**config.mk**
```make
export PLATFORM = sky130hd
export DESIGN_NAME = ym_ch_accum_gen_flat
export DESIGN_NICKNAME = d
export VERILOG_FILES = /design/src/rtl/ym_ch_accum_gen_if.sv /design/src/rtl/ym_ch_accum_gen.sv /design/src/flat_wrapper.sv
export SDC_FILE = /design/constraint.sdc
export NUM_CORES = 1
export LEC_CHECK = 0
export BUFFER_PORTS_ARGS = -buffer_cell sky130_fd_sc_hd__clkbuf_2
export CAP_MARGIN = 20
export CORE_MARGIN = 3
export CORE_UTILIZATION = 58
export DETAILED_ROUTE_END_ITERATION = 10
export HOLD_SLACK_MARGIN = 0.15
export PLACE_DENSITY = 0.77
export SYNTH_ARGS = -nofsm -noshare
export SYNTH_HDL_FRONTEND = slang
export SYNTH_SLANG_ARGS = --single-unit
```
**constraint.sdc**
```tcl
create_clock -name MCLK -period 4.3 [get_ports MCLK]
set_input_delay 0.86 -clock MCLK [delete_from_list [all_inputs] [get_ports MCLK]]
set_output_delay 0.86 -clock MCLK [all_outputs]
set_load 0.05 [all_outputs]
```
**src/rtl/ym_ch_accum_gen_if.sv**
```systemverilog
// Operator-side inputs and mixer-side outputs of the channel accumulator.
// The debug port pair is present only when YM_CH_DEBUG_EN is defined.
interface ym_ch_accum_gen_if #(
  parameter int CH_COUNT  = 6,
  parameter int OP_WIDTH  = 9,
  parameter int OUT_WIDTH = 9
);
  localparam int IDX_W = $clog2(CH_COUNT);

  logic                   ce;
  logic                   sync;
  logic [OP_WIDTH-1:0]    op_value;
  logic                   op_out;
  logic                   dac_en;
  logic [7:0]             dac;
  logic                   dac_lsb;
  logic [2*CH_COUNT-1:0]  pan;
  logic [OUT_WIDTH-1:0]   ch_out;
  logic [IDX_W-1:0]       ch_idx;
  logic                   ch_valid;
  logic [1:0]             ch_pan;
`ifdef YM_CH_DEBUG_EN
  logic [IDX_W-1:0]       dbg_sel;
  logic [OUT_WIDTH-1:0]   ch_dbg;

  modport master (
    output ce, sync, op_value, op_out, dac_en, dac, dac_lsb, pan, dbg_sel,
    input  ch_out, ch_idx, ch_valid, ch_pan, ch_dbg
  );
  modport slave (
    input  ce, sync, op_value, op_out, dac_en, dac, dac_lsb, pan, dbg_sel,
    output ch_out, ch_idx, ch_valid, ch_pan, ch_dbg
  );
`else
  modport master (
    output ce, sync, op_value, op_out, dac_en, dac, dac_lsb, pan,
    input  ch_out, ch_idx, ch_valid, ch_pan
  );
  modport slave (
    input  ce, sync, op_value, op_out, dac_en, dac, dac_lsb, pan,
    output ch_out, ch_idx, ch_valid, ch_pan
  );
`endif
endinterface

```
**src/rtl/ym_ch_accum_gen.sv**
```systemverilog
// Time-multiplexed FM channel accumulator with saturating adds, PCM DAC override and pan tagging.
// Optional per-channel readback of the last emitted result when YM_CH_DEBUG_EN is defined.
module ym_ch_accum_gen #(
  parameter int CH_COUNT   = 6,
  parameter int OPS_PER_CH = 4,
  parameter int OP_WIDTH   = 9,
  parameter int OUT_WIDTH  = 9,
  parameter int DAC_CH     = 5
) (
  input logic MCLK,
  input logic IC,
  ym_ch_accum_gen_if.slave bus
);
  localparam int IDX_W = $clog2(CH_COUNT);
  localparam int OP_W  = (OPS_PER_CH > 1) ? $clog2(OPS_PER_CH) : 1;

  localparam logic [IDX_W-1:0] LAST_CH = IDX_W'(CH_COUNT - 1);
  localparam logic [OP_W-1:0]  LAST_OP = OP_W'(OPS_PER_CH - 1);
  localparam logic signed [OUT_WIDTH-1:0] SAT_MAX = {1'b0, {(OUT_WIDTH-1){1'b1}}};
  localparam logic signed [OUT_WIDTH-1:0] SAT_MIN = {1'b1, {(OUT_WIDTH-1){1'b0}}};
  localparam logic [OUT_WIDTH-1:0] OUT_ZERO = {1'b1, {(OUT_WIDTH-1){1'b0}}};

  function automatic logic signed [OUT_WIDTH-1:0] sat_add(
    input logic signed [OUT_WIDTH-1:0] a,
    input logic signed [OUT_WIDTH-1:0] b
  );
    logic [OUT_WIDTH:0] s;
    s = {a[OUT_WIDTH-1], a} + {b[OUT_WIDTH-1], b};
    if (s[OUT_WIDTH] != s[OUT_WIDTH-1]) return s[OUT_WIDTH] ? SAT_MIN : SAT_MAX;
    return s[OUT_WIDTH-1:0];
  endfunction

  logic [IDX_W-1:0]              ch_cnt, cur_ch, nxt_ch;
  logic [OP_W-1:0]               op_cnt, cur_op, nxt_op;
  logic signed [OUT_WIDTH-1:0]   acc [CH_COUNT];
  logic signed [OP_WIDTH-1:0]    op_s;
  logic signed [OUT_WIDTH-1:0]   m, base, sum, r;
  logic [8:0]                    dac_word9;
  logic [OUT_WIDTH-1:0]          dac_word;
  logic                          finish;

  logic [OUT_WIDTH-1:0]          ch_out_q;
  logic [IDX_W-1:0]              ch_idx_q;
  logic [1:0]                    ch_pan_q;
  logic                          ch_valid_q;

  // sync re-aligns the current input to slot 0; it only matters when ce advances the slot
  always_comb begin
    cur_ch = bus.sync ? '0 : ch_cnt;
    cur_op = bus.sync ? '0 : op_cnt;
    nxt_ch = cur_ch + 1'b1;
    nxt_op = cur_op;
    if (cur_ch == LAST_CH) begin
      nxt_ch = '0;
      nxt_op = (cur_op == LAST_OP) ? '0 : cur_op + 1'b1;
    end
    finish = (cur_op == LAST_OP);

    op_s = bus.op_value;
    m    = bus.op_out ? OUT_WIDTH'(op_s) : '0;
    // op 0 starts a fresh sum; the previous one has already been emitted
    base = (cur_op == '0) ? '0 : acc[cur_ch];
    sum  = sat_add(base, m);

    dac_word9 = {~bus.dac[7], bus.dac[6:0], bus.dac_lsb};
    dac_word  = OUT_WIDTH'(dac_word9) << (OUT_WIDTH - 9);
    r = (bus.dac_en && (int'(cur_ch) == DAC_CH)) ? signed'(dac_word) : sum;
  end

  always_ff @(posedge MCLK or negedge IC) begin
    if (!IC) begin
      ch_cnt     <= '0;
      op_cnt     <= '0;
      for (int i = 0; i < CH_COUNT; i++) acc[i] <= '0;
      ch_out_q   <= OUT_ZERO;
      ch_idx_q   <= '0;
      ch_pan_q   <= '0;
      ch_valid_q <= 1'b0;
    end else begin
      ch_valid_q <= 1'b0;
      if (bus.ce) begin
        ch_cnt      <= nxt_ch;
        op_cnt      <= nxt_op;
        acc[cur_ch] <= sum;
        if (finish) begin
          ch_out_q   <= {~r[OUT_WIDTH-1], r[OUT_WIDTH-2:0]};
          ch_idx_q   <= cur_ch;
          ch_pan_q   <= bus.pan[{cur_ch, 1'b0} +: 2];
          ch_valid_q <= 1'b1;
        end
      end
    end
  end

  assign bus.ch_out   = ch_out_q;
  assign bus.ch_idx   = ch_idx_q;
  assign bus.ch_pan   = ch_pan_q;
  assign bus.ch_valid = ch_valid_q;

`ifdef YM_CH_DEBUG_EN
  logic signed [OUT_WIDTH-1:0] dbg_hold [CH_COUNT];
  logic [OUT_WIDTH-1:0]        ch_dbg_q;

  // readback follows dbg_sel every clock, independent of ce
  always_ff @(posedge MCLK or negedge IC) begin
    if (!IC) begin
      for (int i = 0; i < CH_COUNT; i++) dbg_hold[i] <= '0;
      ch_dbg_q <= '0;
    end else begin
      if (bus.ce && finish) dbg_hold[cur_ch] <= r;
      ch_dbg_q <= ({1'b0, bus.dbg_sel} < (IDX_W+1)'(CH_COUNT)) ? dbg_hold[bus.dbg_sel] : '0;
    end
  end

  assign bus.ch_dbg = ch_dbg_q;
`endif
endmodule

```
**src/flat_wrapper.sv**
```systemverilog
// flat-port wrapper written by rule: the top's interface ports become plain ports
module ym_ch_accum_gen_flat 
#(
  parameter int CH_COUNT   = 6,
  parameter int OPS_PER_CH = 4,
  parameter int OP_WIDTH   = 9,
  parameter int OUT_WIDTH  = 9,
  parameter int DAC_CH     = 5
)
  (MCLK, IC, bus_ce, bus_sync, bus_op_value, bus_op_out, bus_dac_en, bus_dac, bus_dac_lsb, bus_pan, bus_ch_out, bus_ch_idx, bus_ch_valid, bus_ch_pan);
  ym_ch_accum_gen_if #(.CH_COUNT(CH_COUNT), .OP_WIDTH(OP_WIDTH), .OUT_WIDTH(OUT_WIDTH)) bus_i ();
  input logic MCLK;
  input logic IC;
  input wire logic [$bits(bus_i.ce)-1:0] bus_ce;
  input wire logic [$bits(bus_i.sync)-1:0] bus_sync;
  input wire logic [$bits(bus_i.op_value)-1:0] bus_op_value;
  input wire logic [$bits(bus_i.op_out)-1:0] bus_op_out;
  input wire logic [$bits(bus_i.dac_en)-1:0] bus_dac_en;
  input wire logic [$bits(bus_i.dac)-1:0] bus_dac;
  input wire logic [$bits(bus_i.dac_lsb)-1:0] bus_dac_lsb;
  input wire logic [$bits(bus_i.pan)-1:0] bus_pan;
  output wire logic [$bits(bus_i.ch_out)-1:0] bus_ch_out;
  output wire logic [$bits(bus_i.ch_idx)-1:0] bus_ch_idx;
  output wire logic [$bits(bus_i.ch_valid)-1:0] bus_ch_valid;
  output wire logic [$bits(bus_i.ch_pan)-1:0] bus_ch_pan;
  assign bus_i.ce = bus_ce;
  assign bus_i.sync = bus_sync;
  assign bus_i.op_value = bus_op_value;
  assign bus_i.op_out = bus_op_out;
  assign bus_i.dac_en = bus_dac_en;
  assign bus_i.dac = bus_dac;
  assign bus_i.dac_lsb = bus_dac_lsb;
  assign bus_i.pan = bus_pan;
  assign bus_ch_out = bus_i.ch_out;
  assign bus_ch_idx = bus_i.ch_idx;
  assign bus_ch_valid = bus_i.ch_valid;
  assign bus_ch_pan = bus_i.ch_pan;
  ym_ch_accum_gen #(.CH_COUNT(CH_COUNT), .OPS_PER_CH(OPS_PER_CH), .OP_WIDTH(OP_WIDTH), .OUT_WIDTH(OUT_WIDTH), .DAC_CH(DAC_CH)) u_core (.MCLK(MCLK), .IC(IC), .bus(bus_i));
endmodule
```
==> results of run 1 <==
## layout by cell type, fill, tap and decap left out, types with 2 or more instances in the layout
| master | instances |
|---|---|
| nor3_1 | 3 |
| or3_1 | 4 |
| a21oi_1 | 27 |
| a211oi_1 | 2 |
| o21a_1 | 2 |
| and2_1 | 11 |
| clkbuf_2 | 49 |
| o22ai_1 | 11 |
| mux2_2 | 11 |
| o21ai_0 | 61 |
| clkbuf_8 | 11 |
| ha_1 | 11 |
| xnor2_1 | 2 |
| maj3_2 | 2 |
| nor2b_1 | 2 |
| a22oi_1 | 2 |
| buf_4 | 12 |
| nor2_1 | 29 |
| nand2_1 | 80 |
| nand3_1 | 6 |
| inv_1 | 9 |
| xor2_1 | 2 |
| mux2i_1 | 12 |
| a221oi_1 | 10 |
| dfrtp_1 | 72 |
| clkinv_2 | 2 |
| a31oi_1 | 3 |
| nand2b_1 | 5 |
| o21ai_1 | 13 |
| o21ai_2 | 3 |
| a21o_1 | 2 |
| and3_1 | 8 |
| inv_2 | 2 |
## per-stage QoR
step           std cells  util (%)  setup slack (ps)  cell area, um2  power [uW]
2_1_floorplan        450         -               457            4010        1460
3_5_place_dp         565      66.8              25.4            4360        1660
4_1_cts              581      69.6               111            4550        2170
6_report             581      69.7               353            4550        2160
5_1_grt              581      69.7               153            4550        2300
3_3_place_gp         565      66.8              89.2            4360        1630
## layout make-up
| class | count | area, um2 | area share [%] |
|---|---|---|---|
| flip-flops and latches | 74 | 1850 | 40.8 |
| inverters | 12 | 45.0 | 0.990 |
| clock buffers | 12 | 155 | 3.41 |
| repair buffers | 63 | 360 | 7.92 |
| well taps | 77 | 96.3 | 2.12 |
| clock inverters | 4 | 26.3 | 0.578 |
| multi-input cells | 339 | 2010 | 44.2 |
## worst max-delay path, cell delays in order
cell      delay [ps]
clkbuf_2          90
buf_4            210
nor2_1           180
inv_1             60
ha_1             300
a21oi_1          240
ha_1             220
inv_1             60
fa_1             400
nor2b_1          180
o31a_1           250
a21oi_4          110
xnor2_2          360
nand2_1          230
o21ai_2          210
o21ai_0          170
## registers in the layout, indices dropped and copies added, names as in the netlist
name                 flops
u_core.acc              54
u_core.bus.ch_valid      1
u_core.op_cnt            2
u_core.ch_cnt            3
u_core.bus.ch_pan        2
u_core.bus.ch_idx        3
u_core.bus.ch_out        9
## path summary, 6_finish.rpt
check	start	endpoint	slack (ps)	depth (start not counted)
setup / recovery	bus_sync	u_core.acc[23]	350	16
hold / removal	IC	u_core.ch_cnt[2]	480	1
setup reg to reg	u_core.ch_cnt[1]	u_core.acc[23]	370	15
hold reg to reg	u_core.bus.ch_idx[0]	u_core.bus.ch_idx[0]	480	2
max in group asynchronous	IC	u_core.acc[26]	2770	2
min in group MCLK	u_core.bus.ch_idx[0]	u_core.bus.ch_idx[0]	480	2
## Yosys cell counts (2+ instances only)
cell,count
nor2_1,30
ha_1,11
mux2_2,11
a211oi_1,2
a31oi_1,3
mux2i_1,12
o22ai_1,11
a221oi_1,10
a21o_1,2
and3_1,8
o21ai_0,61
nor2b_1,2
dfrtp_1,73
nand2b_1,5
buf_2,3
inv_1,9
maj3_2,2
o21ai_1,13
nand2_1,80
a22oi_1,2
nand3_1,6
a21oi_1,27
o21a_1,2
nor3_1,3
or3_1,4
xnor2_1,2
o21ai_2,3
and2_1,11
xor2_1,2
inv_2,2
clkbuf_1,21
## kinds of logic (layout without fill, tap and decap cells)
group / after synthesis / after routing / share of synthesized area, %
AO/OA/AOI/OAI: 145 / 145 / 21.5
XOR/XNOR: 5 / 5 / 1.28
adder cells (fa/ha/maj): 14 / 14 / 4.50
buffers and inverters: 37 / 91 / 3.56
flip-flops: 74 / 74 / 46.3
multiplexers: 23 / 23 / 6.09
AND/OR/NAND/NOR: 152 / 152 / 16.8
## report_power, final
| part | switching [uW] | internal [uW] | leakage, uW |
|---|---|---|---|
| Sequential | 129 | 907 | 0.000972 |
| Clock | 266 | 241 | 0.0000924 |
| Combinational | 359 | 260 | 0.00111 |
| Total | 755 | 1410 | 0.00217 |
## routing by layer
| layer | track usage (%) | up-vias | part of all wire [%] |
|---|---|---|---|
| met5 | 0 | - | 0 |
| met4 | 7.58 | 0 | 1.7 |
| met3 | 6.36 | 21 | 7.0 |
| met2 | 41.6 | 139 | 47 |
| met1 | 36.6 | 1625 | 44 |
| li1 | - | 1687 | - |
## what timing repair did
action	in CTS	in global routing
setup endpoints to repair	0	23
hold buffers	0	0
hold endpoints to repair	0	0
resized for setup	0	2
==> results.cfg, run 1 <==
[timing]
finalSetupTns_ps = 0
drv_slew = 0
max_slew_margin_pct = 55.2
setup_viol = 0
timing_hold_violations_final = 0
hold_ws_ps = 479
final.setup_skew_ps = 10.8
final_period_minus_worst_setup_slack_ps = 3950
clock.fmax_ghz = 0.253
min_period_over_period_pct = 91.8
tightestPinTransition_ps = 672
rsz0062_at_grt = false

[place]
gp_congestion = 0.946
hpwlAfterDp_um = 6930
placement.io_buffers = 50

[die]
die_width_um = 89.1
design.die.area_um2 = 7940
boundaryPins = 51
placementRows = 29
core_area_um2 = 6530
floorplan.initialDensity_pct = 61.3
die_h_um = 89.1

[drt]
routed_wirelength_um = 9830
dr.pass1.iters = 5
antenna_left = 0
drc = 0
wl_per_cell_um = 16.9
drtIter0Drc = 258
dr_total_vias = 3472
number_of_vias_per_cell = 5.98

[grt]
grt_first_pass_wirelength_um = 15800
grt_antenna_before_repair = 0
grt_remaining_overflow = 0
pin_count_of_the_biggest_net_entering_global_routing = 52
grt_util_all_layers_pct = 26.4
vias_in_the_first_global_route = 3201

[logic_synthesis]
edff_count_synth = 0
async_flop_share_pct = 100
ys_seq_area_share_pct = 46.3
synth_seq_cells = 74
netlist_instances = 450
syn_area_per_cell_um2 = 8.90
synth.distinct_cells = 48
synthDominantAreaCellType = dfrtp_1
post_synth_main_area_contributors = dfrtp_1, o21ai_0, nand2_1, ha_1, a21oi_1
synthesis.nets = 498
synth.cell_area_um2 = 4010
synth_top_cell_area_share_pct = 45.6
prevailing_post_synth_register_cell = dfrtp_1
synth_warnings = 0

[clock_network]
cts-root-to-sink-buffers = 2
cts.sinks = 74
tritoncts = done
cts_h_tree_depth = 3
worstSkewPairLatency_ps = 350
worst_setup_hold_path_clk_slew_ps = 80
clock_tree.root_cell = clkbuf_8
tritoncts.num_buffers = 9
post-cts-setup-buffers = 0

[critical_path]
worstSetupPathType = in -> reg
required_ps = 4500
cp_endpoint_kind = flip-flop
crit_arrival_ps = 4140
cp-start-kind = input port
critical_path_peak_fanout = 24

[cells_and_area]
area.growth.synth_to_final_pct = 13.6
finalNetCount = 547
antenna_cells = 0
drive_above_1_share_pct = 20.8
final.fill_count = 538

[pwr]
total_leakage_power_uw = 0.00217
power.density_cell_area_nw_per_um2 = 475
peakVddDrop_uv = 312

[outcome]
run_status = completed

[min_path]
worstHoldPathType = in -> async

[flow_run]
drv.max_cap_violation_count = 0
No activity file was read; power rests on OpenSTA's default activity.
==> inputs of run 2 (changes only) <==
Settings changed: BUFFER_PORTS_ARGS -buffer_cell sky130_fd_sc_hd__clkbuf_2 to default, CORE_UTILIZATION 58 to 59, DONT_BUFFER_PORTS from default to 1, PLACE_DENSITY 0.77 to 0.72.
==> run 2 against run 1 <==
Routed wire length decreased by 6.2%. Sequential cell count unchanged. Via count decreased by 7.3%. Largest cell class unchanged. Die area decreased by 1.6%. Sequential power about the same. Highest routed layer unchanged. Core utilization decreased by 3.6 points. Combinational power decreased by 8.7%. Hold slack got worse by 290 ps.
==> results.cfg, run 2 (synthesized netlist as in run 1, its figures left out) <==
[drt]
dr_total_vias = 3218
dr.pass1.iters = 5
routed_wirelength_um = 9220
drc = 0
wl_per_cell_um = 17.5
drtIter0Drc = 227
antenna_left = 0
number_of_vias_per_cell = 6.12

[timing]
timing_hold_violations_final = 0
drv_slew = 0
tightestPinTransition_ps = 664
final.setup_skew_ps = 13.1
final_period_minus_worst_setup_slack_ps = 3860
finalSetupTns_ps = 0
rsz0062_at_grt = false
min_period_over_period_pct = 89.8
max_slew_margin_pct = 55.6
clock.fmax_ghz = 0.259
setup_viol = 0

[grt]
grt_remaining_overflow = 0
met1_usage_pct = 37.2
grt_antenna_before_repair = 0
global_route.peak_usage_layer = met2
grt_util_all_layers_pct = 25.7
pin_count_of_the_biggest_net_entering_global_routing = 75
groute.layer.met3.usage_pct = 4.28
grt_first_pass_wirelength_um = 15400
vias_in_the_first_global_route = 3062
gr-usage-met2_pct = 39.2

[clock_network]
tritoncts = done
post_cts_hold_buffer_count = 0
clock_tree.root_cell = clkbuf_8
tritoncts.num_buffers = 9
post-cts-setup-buffers = 0
worst_setup_hold_path_clk_slew_ps = 80
worstSkewPairLatency_ps = 350
cts.sinks = 74
cts_h_tree_depth = 3
cts-root-to-sink-buffers = 2
postCtsResizedCells = 0

[pwr]
total_power_uw = 2160
power.density_cell_area_nw_per_um2 = 506
total_leakage_power_uw = 0.00193
peakVddDrop_uv = 318

[cells_and_area]
drive_above_1_share_pct = 10.7
registers.top_by_ff_count = u_core.acc
largest_register_ff_count = 54
finalNetCount = 492
layout_commonest_cell = nand2_1
final.fill_count = 539
area.growth.synth_to_final_pct = 6.59
antenna_cells = 0
layout.cells.most_common_list = nand2_1, dfrtp_1, o21ai_0, nor2_1, a21oi_1

[min_path]
worstHoldPathType = in -> async

[die]
boundaryPins = 51
design.die.area_um2 = 7810
placementRows = 29
die_width_um = 88.4
floorplan.initialDensity_pct = 62.0
die_h_um = 88.4
core_area_um2 = 6460

[place]
placement.io_buffers = 0
hpwlAfterDp_um = 6690
gp_congestion = 0.869

[critical_path]
crit_arrival_ps = 4070
worstSetupPathType = reg -> reg
cp_endpoint_kind = flip-flop
required_ps = 4510
critical_path_peak_fanout = 13
setup.reg_to_reg.worst_slack_ps = 440
cp-start-kind = flip-flop

[outcome]
run_status = completed

[flow_run]
drv.max_cap_violation_count = 0
==> run 2: cell count changes in the layout (fill, tap and decap cells not counted), sizes merged <==
cell,change
clkbuf,-49
buf,-6
clkinv,-2
bufinv,+1
clkinvlp,+1
==> run 2: worst max-delay path, cell delays in order, from the launching register on <==
cell and delay [ps]:
dfrtp_1 630, nand2b_1 340, mux2_2 370, a222oi_1 370, nor2_1 120, ha_1 430
and3_1 270, o21ai_0 190, o311ai_1 170, a211oi_1 150, nor3_2 360, buf_4 230
o21ai_0 100
==> run 2: stage by stage <==
stage	hold WS (ps)	setup slack (ps)	std cells	utilization [%]	cell area (um2)
6_report	193	440	526	66.1	4270
5_1_grt	176	81.9	526	66.1	4270
2_1_floorplan	444	457	450	-	4010
3_3_place_gp	461	247	510	62.9	4060
4_1_cts	190	506	526	66.1	4270
3_5_place_dp	468	222	510	62.9	4060
==> run 2: cell type report <==
cell class	instances	area, um2	area share, %
timing repair buffer	8	60.1	1.41
multi-input combinational	339	2010	47.1
tap	77	96.3	2.26
clock inverter	4	50.0	1.17
sequential	74	1850	43.4
clock buffer	12	155	3.63
inverter	12	45.0	1.06
==> run 2: final timing paths <==
| kind | endpoint | cells past startpoint | start |
|---|---|---|---|
| setup / recovery | u_core.acc[16] | 12 | u_core.ch_cnt[0] |
| max in group asynchronous | u_core.bus.ch_out[8] | 0 | IC |
| hold reg to reg | u_core.acc[26] | 2 | u_core.acc[26] |
| setup reg to reg | u_core.acc[16] | 12 | u_core.ch_cnt[0] |
| hold / removal | u_core.ch_cnt[1] | 0 | IC |
| min in group MCLK | u_core.acc[26] | 2 | u_core.acc[26] |
==> run 2: power by group <==
| part | internal, uW | switching (uW) |
|---|---|---|
| logic | 245 | 320 |
| registers | 907 | 136 |
| clock network | 299 | 256 |
| total | 1450 | 711 |
==> run 2: layer usage <==
layer  routed length (um)  share of wire [%]
met3                  607                6.6
met4                  158                1.7
met1                 4210                 46
met5                    0                  0
met2                 4250                 46
